File: config.mk
export PLATFORM = sky130hd
export DESIGN_NAME = rle_tx_scheduler
export DESIGN_NICKNAME = d
export VERILOG_FILES = /design/src/rtl/rle_tx_scheduler.sv
export SDC_FILE = /design/constraint.sdc
export NUM_CORES = 1
export LEC_CHECK = 0
export CAP_MARGIN = 10
export CORE_ASPECT_RATIO = 0.6
export CORE_MARGIN = 4
export CORE_UTILIZATION = 55
export CTS_BUF_LIST = sky130_fd_sc_hd__clkbuf_8
export DETAILED_ROUTE_END_ITERATION = 16
export HOLD_SLACK_MARGIN = 0.03
export PLACE_DENSITY = 0.76
export SLEW_MARGIN = 20
export SYNTH_ARGS = -nofsm -noshare
export SYNTH_HDL_FRONTEND = slang
export SYNTH_SLANG_ARGS = --single-unit
File: constraint.sdc
create_clock -name CLK -period 3.67 [get_ports CLK]
set_input_delay 0.734 -clock CLK [delete_from_list [all_inputs] [get_ports CLK]]
set_output_delay 0.734 -clock CLK [all_outputs]
set_load 0.05 [all_outputs]
File: src/rtl/rle_tx_scheduler.sv
// rtl/rle_tx_scheduler.sv - frames RLE value/count pairs onto a UART TX byte interface
// Optional RLE_CHECKSUM_EN appends an XOR checksum byte after the terminator pair.
module rle_tx_scheduler #(
    parameter int         DEPTH = 4,
    parameter logic [7:0] SYNC0 = 8'hA5,
    parameter logic [7:0] SYNC1 = 8'h5A
) (
    input  logic       CLK,
    input  logic       RST,
    input  logic       i_frame_start,
    input  logic       i_frame_end,
    input  logic       i_rle_ready,
    input  logic [7:0] i_rle_val,
    input  logic [7:0] i_rle_count,
    output logic       o_fifo_full,
    output logic [7:0] o_tx_data,
    output logic       o_tx_start,
    input  logic       i_tx_busy,
    output logic       o_busy,
    output logic       o_overflow
);
    localparam int AW = $clog2(DEPTH);
    localparam int CW = AW + 1;
    localparam logic [CW-1:0] FULL_CNT = CW'(DEPTH);

    typedef enum logic [3:0] {
        S_IDLE,
        S_HDR0,
        S_HDR1,
        S_POP,
        S_VAL,
        S_CNT,
        S_TERM0,
        S_TERM1,
`ifdef RLE_CHECKSUM_EN
        S_CSUM,
`endif
        S_WAIT
    } state_t;

    state_t        r_state;
    state_t        w_next;
    state_t        r_ret;
    state_t        w_next_ret;
    logic          r_guard;

    logic          r_rdy_q;
    logic          w_edge;
    logic          w_push;
    logic          w_pop;
    logic          w_send;
    logic [7:0]    w_send_byte;
    logic          w_enter_idle;
    logic [CW-1:0] w_count_nxt;

    logic [15:0]   r_mem [DEPTH];
    logic [AW-1:0] r_wr_ptr;
    logic [AW-1:0] r_rd_ptr;
    logic [CW-1:0] r_count;
    logic          r_full;
    logic [7:0]    r_hold_val;
    logic [7:0]    r_hold_cnt;
    logic          r_eof;
    logic          r_overflow;
    logic [7:0]    r_tx_data;
    logic          r_tx_start;
`ifdef RLE_CHECKSUM_EN
    logic [7:0]    r_csum;
`endif

    assign w_edge       = i_rle_ready & ~r_rdy_q;
    assign w_enter_idle = (r_state != S_IDLE) && (w_next == S_IDLE);
    // Full is judged on start-of-cycle state, so a same-cycle pop never makes room.
    assign w_push       = w_edge && (r_state != S_IDLE) && !r_full && !w_enter_idle;
    assign w_count_nxt  = r_count + CW'(w_push) - CW'(w_pop);

    assign o_fifo_full  = r_full;
    assign o_tx_data    = r_tx_data;
    assign o_tx_start   = r_tx_start;
    assign o_busy       = (r_state != S_IDLE);
    assign o_overflow   = r_overflow;

    always_comb begin
        w_next      = r_state;
        w_next_ret  = r_ret;
        w_send      = 1'b0;
        w_send_byte = 8'h00;
        w_pop       = 1'b0;
        case (r_state)
            S_IDLE: begin
                if (i_frame_start) w_next = S_HDR0;
            end
            S_HDR0: begin
                if (!i_tx_busy) begin
                    w_send      = 1'b1;
                    w_send_byte = SYNC0;
                    w_next_ret  = S_HDR1;
                end
            end
            S_HDR1: begin
                if (!i_tx_busy) begin
                    w_send      = 1'b1;
                    w_send_byte = SYNC1;
                    w_next_ret  = S_POP;
                end
            end
            S_POP: begin
                if (r_count != '0) begin
                    w_pop  = 1'b1;
                    w_next = S_VAL;
                end else if (r_eof) begin
                    w_next = S_TERM0;
                end
            end
            S_VAL: begin
                if (!i_tx_busy) begin
                    w_send      = 1'b1;
                    w_send_byte = r_hold_val;
                    w_next_ret  = S_CNT;
                end
            end
            S_CNT: begin
                if (!i_tx_busy) begin
                    w_send      = 1'b1;
                    w_send_byte = r_hold_cnt;
                    w_next_ret  = S_POP;
                end
            end
            S_TERM0: begin
                if (!i_tx_busy) begin
                    w_send     = 1'b1;
                    w_next_ret = S_TERM1;
                end
            end
            S_TERM1: begin
                if (!i_tx_busy) begin
                    w_send     = 1'b1;
`ifdef RLE_CHECKSUM_EN
                    w_next_ret = S_CSUM;
`else
                    w_next_ret = S_IDLE;
`endif
                end
            end
`ifdef RLE_CHECKSUM_EN
            S_CSUM: begin
                if (!i_tx_busy) begin
                    w_send      = 1'b1;
                    w_send_byte = r_csum;
                    w_next_ret  = S_IDLE;
                end
            end
`endif
            S_WAIT: begin
                // First WAIT cycle is a guard: the UART only raises busy a cycle after start.
                if (!r_guard && !i_tx_busy) w_next = r_ret;
            end
            default: w_next = S_IDLE;
        endcase
        if (w_send) w_next = S_WAIT;
    end

    always_ff @(posedge CLK) begin
        if (RST) begin
            r_state    <= S_IDLE;
            r_ret      <= S_IDLE;
            r_guard    <= 1'b0;
            r_rdy_q    <= 1'b0;
            r_tx_start <= 1'b0;
            r_tx_data  <= 8'h00;
        end else begin
            r_state    <= w_next;
            r_ret      <= w_next_ret;
            r_guard    <= w_send;
            r_rdy_q    <= i_rle_ready;
            r_tx_start <= w_send;
            if (w_send) r_tx_data <= w_send_byte;
        end
    end

    always_ff @(posedge CLK) begin
        if (w_push) r_mem[r_wr_ptr] <= {i_rle_val, i_rle_count};
    end

    always_ff @(posedge CLK) begin
        if (RST || w_enter_idle) begin
            r_wr_ptr <= '0;
            r_rd_ptr <= '0;
            r_count  <= '0;
            r_full   <= 1'b0;
        end else begin
            if (w_push) r_wr_ptr <= r_wr_ptr + 1'b1;
            if (w_pop)  r_rd_ptr <= r_rd_ptr + 1'b1;
            r_count <= w_count_nxt;
            r_full  <= (w_count_nxt == FULL_CNT);
        end
    end

    always_ff @(posedge CLK) begin
        if (RST) begin
            r_hold_val <= 8'h00;
            r_hold_cnt <= 8'h00;
        end else if (w_pop) begin
            r_hold_val <= r_mem[r_rd_ptr][15:8];
            r_hold_cnt <= r_mem[r_rd_ptr][7:0];
        end
    end

    always_ff @(posedge CLK) begin
        if (RST || w_enter_idle) begin
            r_eof      <= 1'b0;
            r_overflow <= 1'b0;
        end else begin
            if (i_frame_end && r_state != S_IDLE) r_eof <= 1'b1;
            if (w_edge && r_state != S_IDLE && r_full) r_overflow <= 1'b1;
        end
    end

`ifdef RLE_CHECKSUM_EN
    always_ff @(posedge CLK) begin
        if (RST) begin
            r_csum <= 8'h00;
        end else if (r_state == S_IDLE && i_frame_start) begin
            r_csum <= 8'h00;
        end else if (w_send && (r_state == S_VAL || r_state == S_CNT ||
                                r_state == S_TERM0 || r_state == S_TERM1)) begin
            r_csum <= r_csum ^ w_send_byte;
        end
    end
`endif

endmodule

==> flow_metrics.tcl <==
set metrics [dict create \
    run_status "complete, no violations" \
    initialDrtViolationCount 307 \
    nFillCells 566 \
    place_ws_ns 0.233 \
    vias 2737 \
    hold_slack_ns 0.467 \
    cts_tree "yes" \
    power_mw 2.17 \
    finClkSkew_ns 0.00855 \
    cts.sinks 107 \
    p_int_mw 1.67 \
    routabilityCongestion 0.880 \
    yosys-top-cells-area "edfxtp_1 44%, dfxtp_1 20%, mux4_2 8.3%, a21oi_1 3.6%, nand2_1 3.5%" \
    yosysWarnings 0 \
    synth_mux_area_share_pct 9.44 \
    coreArea_um2 7480 \
    final_nets 400 \
    worstMarginPinSlew_ns 0.843 \
    dieArea_um2 9440 \
    switchingPower_mw 0.500 \
    synthSimpleGateAreaFrac_pct 12.5 \
    antenna_found_initial 0 \
    synth_seq_cells 107 \
    yosys.area_share.adder_pct 2.19 \
    start_util_pct 58.2 \
    syn_to_final_growth_pct 15.0 \
    swShare_pct 23.0 \
    synth_top_area_cell "edfxtp_1" \
    crit_slowest_cell "clkdlybuf4s50_1" \
    period_minus_slack_ns 3.10 \
    synth_top_family_by_area "simple AND/OR/NAND/NOR gates" \
    path_max_fanout 17 \
    synth_nets 366 \
    clock_path_buffers 2 \
    overflow 0 \
    clkLatencyLatePin_ns 0.38 \
    hp-class "reg -> reg" \
    wl_per_cell_um 17.4 \
    n_antenna_cell 0 \
    synth_area_um2 4350 \
    drc_errors 0 \
    endpoint_kind "output pin" \
    period_share_pct 84.4 \
    cts_resized 0 \
    power.share.clock_pct 32.5 \
    drv_cap 0 \
    synth_compound_area_share_pct 7.28 \
    max_stage_delay_ns 0.73 \
    p_comb_share_pct 7.5 \
    grt_pass1_vias 2697 \
    fin_tns_setup_ns 0 \
    io-pin-count 34 \
    setup_viol 0 \
    grt_max_degree 35 \
    cellLeakagePower_nw 1.66 \
    synthCells 337 \
    htreeDepth 3 \
    rows 24 \
    first_pass_iters 4 \
    hold_viol_final 0 \
    fin_ws_ns 0.573 \
    start_kind "register" \
    path_cells "nor4_1 -> inv_1 -> clkdlybuf4s50_1" \
    vdd_drop_max_mv 0.308 \
    slew_headroom_pct 43.7 \
    worstSetupPathType "reg -> out" \
    seq_area_frac_synth_pct 64.0 \
    powerDensity_nw_per_um2 435 \
    path_clk_slew_ns 0.09 \
    final_layout_size_suffix_gt1_share_pct 14.1 \
    routed_wl_um 8330 \
    grt_pass1_wl_um 13800 \
    arrival_ns 2.36 \
    grt_setup_unrepaired "false" \
    synthXorXnorAreaFrac_pct 1.01 \
    seqPwrFrac_pct 60.0 \
    ys_types 41 \
    critical_path_required_ns 2.94 \
    max_freq_mhz 323 \
    dp_hpwl_um 5700 \
    grt_use_total_pct 19.3 \
    stdcell_count 480 \
    yosysTopAreaCellShare_pct 44.2 \
    die_h_um 76.9 \
    via_per_inst 5.70 \
    postCtsSetupBuffers 0 \
    cts_hold_buf 0 \
    syn_avg_cell_area_um2 12.9 \
    postRouteAntennaNets 0 \
    cts_buffers 9 \
    cts_root_buffer "clkbuf_8" \
    dpl.cell_count 464 \
    final_max_slew_viol_count 0 \
    portBuffers 33 \
    die_x_um 123 \
]
-- per-layer routing --
metal	up-vias	global-route usage, %	routed length [um]
met5	-	0	0
met4	0	5.14	91
met3	10	6.25	474
met2	79	26.3	3640
met1	1362	29.5	4120
li1	1286	-	-
-- flip-flops by register name (all words and copies together), names as in the netlist --
signal	flops
o_fifo_full	1
r_mem	64
o_overflow	1
r_eof	1
o_tx_data	8
o_tx_start	1
r_rd_ptr	2
r_hold_val	8
r_rdy_q	1
r_count	3
r_ret	3
r_state	4
r_wr_ptr	2
r_hold_cnt	8
-- power groups by stage --
stage	sequential [mW]	clock, mW	combinational, mW
final	1.31	0.706	0.163
after global routing	1.31	0.770	0.177
after CTS	1.31	0.714	0.163
after detailed placement	1.33	0	0.162
after global placement	1.33	0	0.158
after floorplan	1.34	0	0.0861
-- logic make-up after synthesis --
kind of cell / count (synthesis)
AO/OA/AOI/OAI: 54
XOR/XNOR: 5
adder cells (fa/ha/maj): 7
buffers and inverters: 33
flip-flops: 107
multiplexers: 21
AND/OR/NAND/NOR: 110
-- per-stage QoR --
stage | instance area [um2] | util (%)
after CTS | 5000 | 66.9
after global placement | 4810 | 64.3
final | 5000 | 66.9
after floorplan | 4350 | -
after detailed placement | 4810 | 64.3
after global routing | 5000 | 66.9
-- area by class of cell --
| type | count | area (um2) | area share, % |
|---|---|---|---|
| clock buffer | 9 | 124 | 2.48 |
| clock inverter | 7 | 67.6 | 1.35 |
| inverter | 11 | 43.8 | 0.876 |
| multi-input combinational | 197 | 1430 | 28.6 |
| sequential | 107 | 2780 | 55.7 |
| tap | 104 | 130 | 2.60 |
| timing repair buffer | 45 | 420 | 8.41 |
-- placed cells by master, fill, tap and decap left out, types with 2 or more instances in the layout --
cell,n
dfxtp_1,43
ha_1,6
inv_1,10
edfxtp_1,64
a22o_1,2
or2_2,2
nor2_1,29
xnor2_1,4
nand3b_1,2
clkinv_1,2
nor3b_2,4
nor4_1,6
mux4_2,16
a21oi_1,31
nand2b_1,4
clkdlybuf4s50_1,33
nor2b_1,5
nand3_1,2
a22oi_1,5
mux2i_1,5
a221oi_1,2
buf_4,12
nand2_1,41
nor3b_1,5
nor3_1,3
clkbuf_8,9
o21ai_0,10
-- cell usage after synthesis (all sizes together) --
cell and n:
clkbuf 10, and3 1, edfxtp 64, nand3b 2
or2 2, mux4 16, nor3b 9, nand4 1
nor4b 1, nor2 29, fa 1, a22o 2
nand3 2, or4b 1, ha 6, a221oi 2
a211o 2, nor4 7, o21ai 11, a21boi 1
buf 12, nor3 4, or3 1, nand2 41
mux2i 5, a22oi 5, a21oi 31, xor2 1
dfxtp 43, nand2b 4, inv 11, nor2b 5
xnor2 4
-- critical path, delay by kind of cell (launching register included) --
kind	cells	cell delay (ns)
flip-flops	1	0.49
AND/OR/NAND/NOR	1	0.65
buffers and inverters	2	0.85
-- path summary, 6_finish.rpt --
| path | to | startpoint | depth (start not counted) | slack, ns |
|---|---|---|---|---|
| setup / recovery | o_busy | r_state[2]$_SDFF_PP0_ | 3 | 0.57 |
| hold reg to reg | r_hold_val[6]$_SDFFE_PP0P_ | r_hold_val[6]$_SDFFE_PP0P_ | 2 | 0.47 |
| hold / removal | r_hold_val[6]$_SDFFE_PP0P_ | r_hold_val[6]$_SDFFE_PP0P_ | 2 | 0.47 |
| setup reg to reg | o_fifo_full$_SDFF_PP0_ | r_state[2]$_SDFF_PP0_ | 10 | 0.65 |
Power figures use the tool's default switching activity.
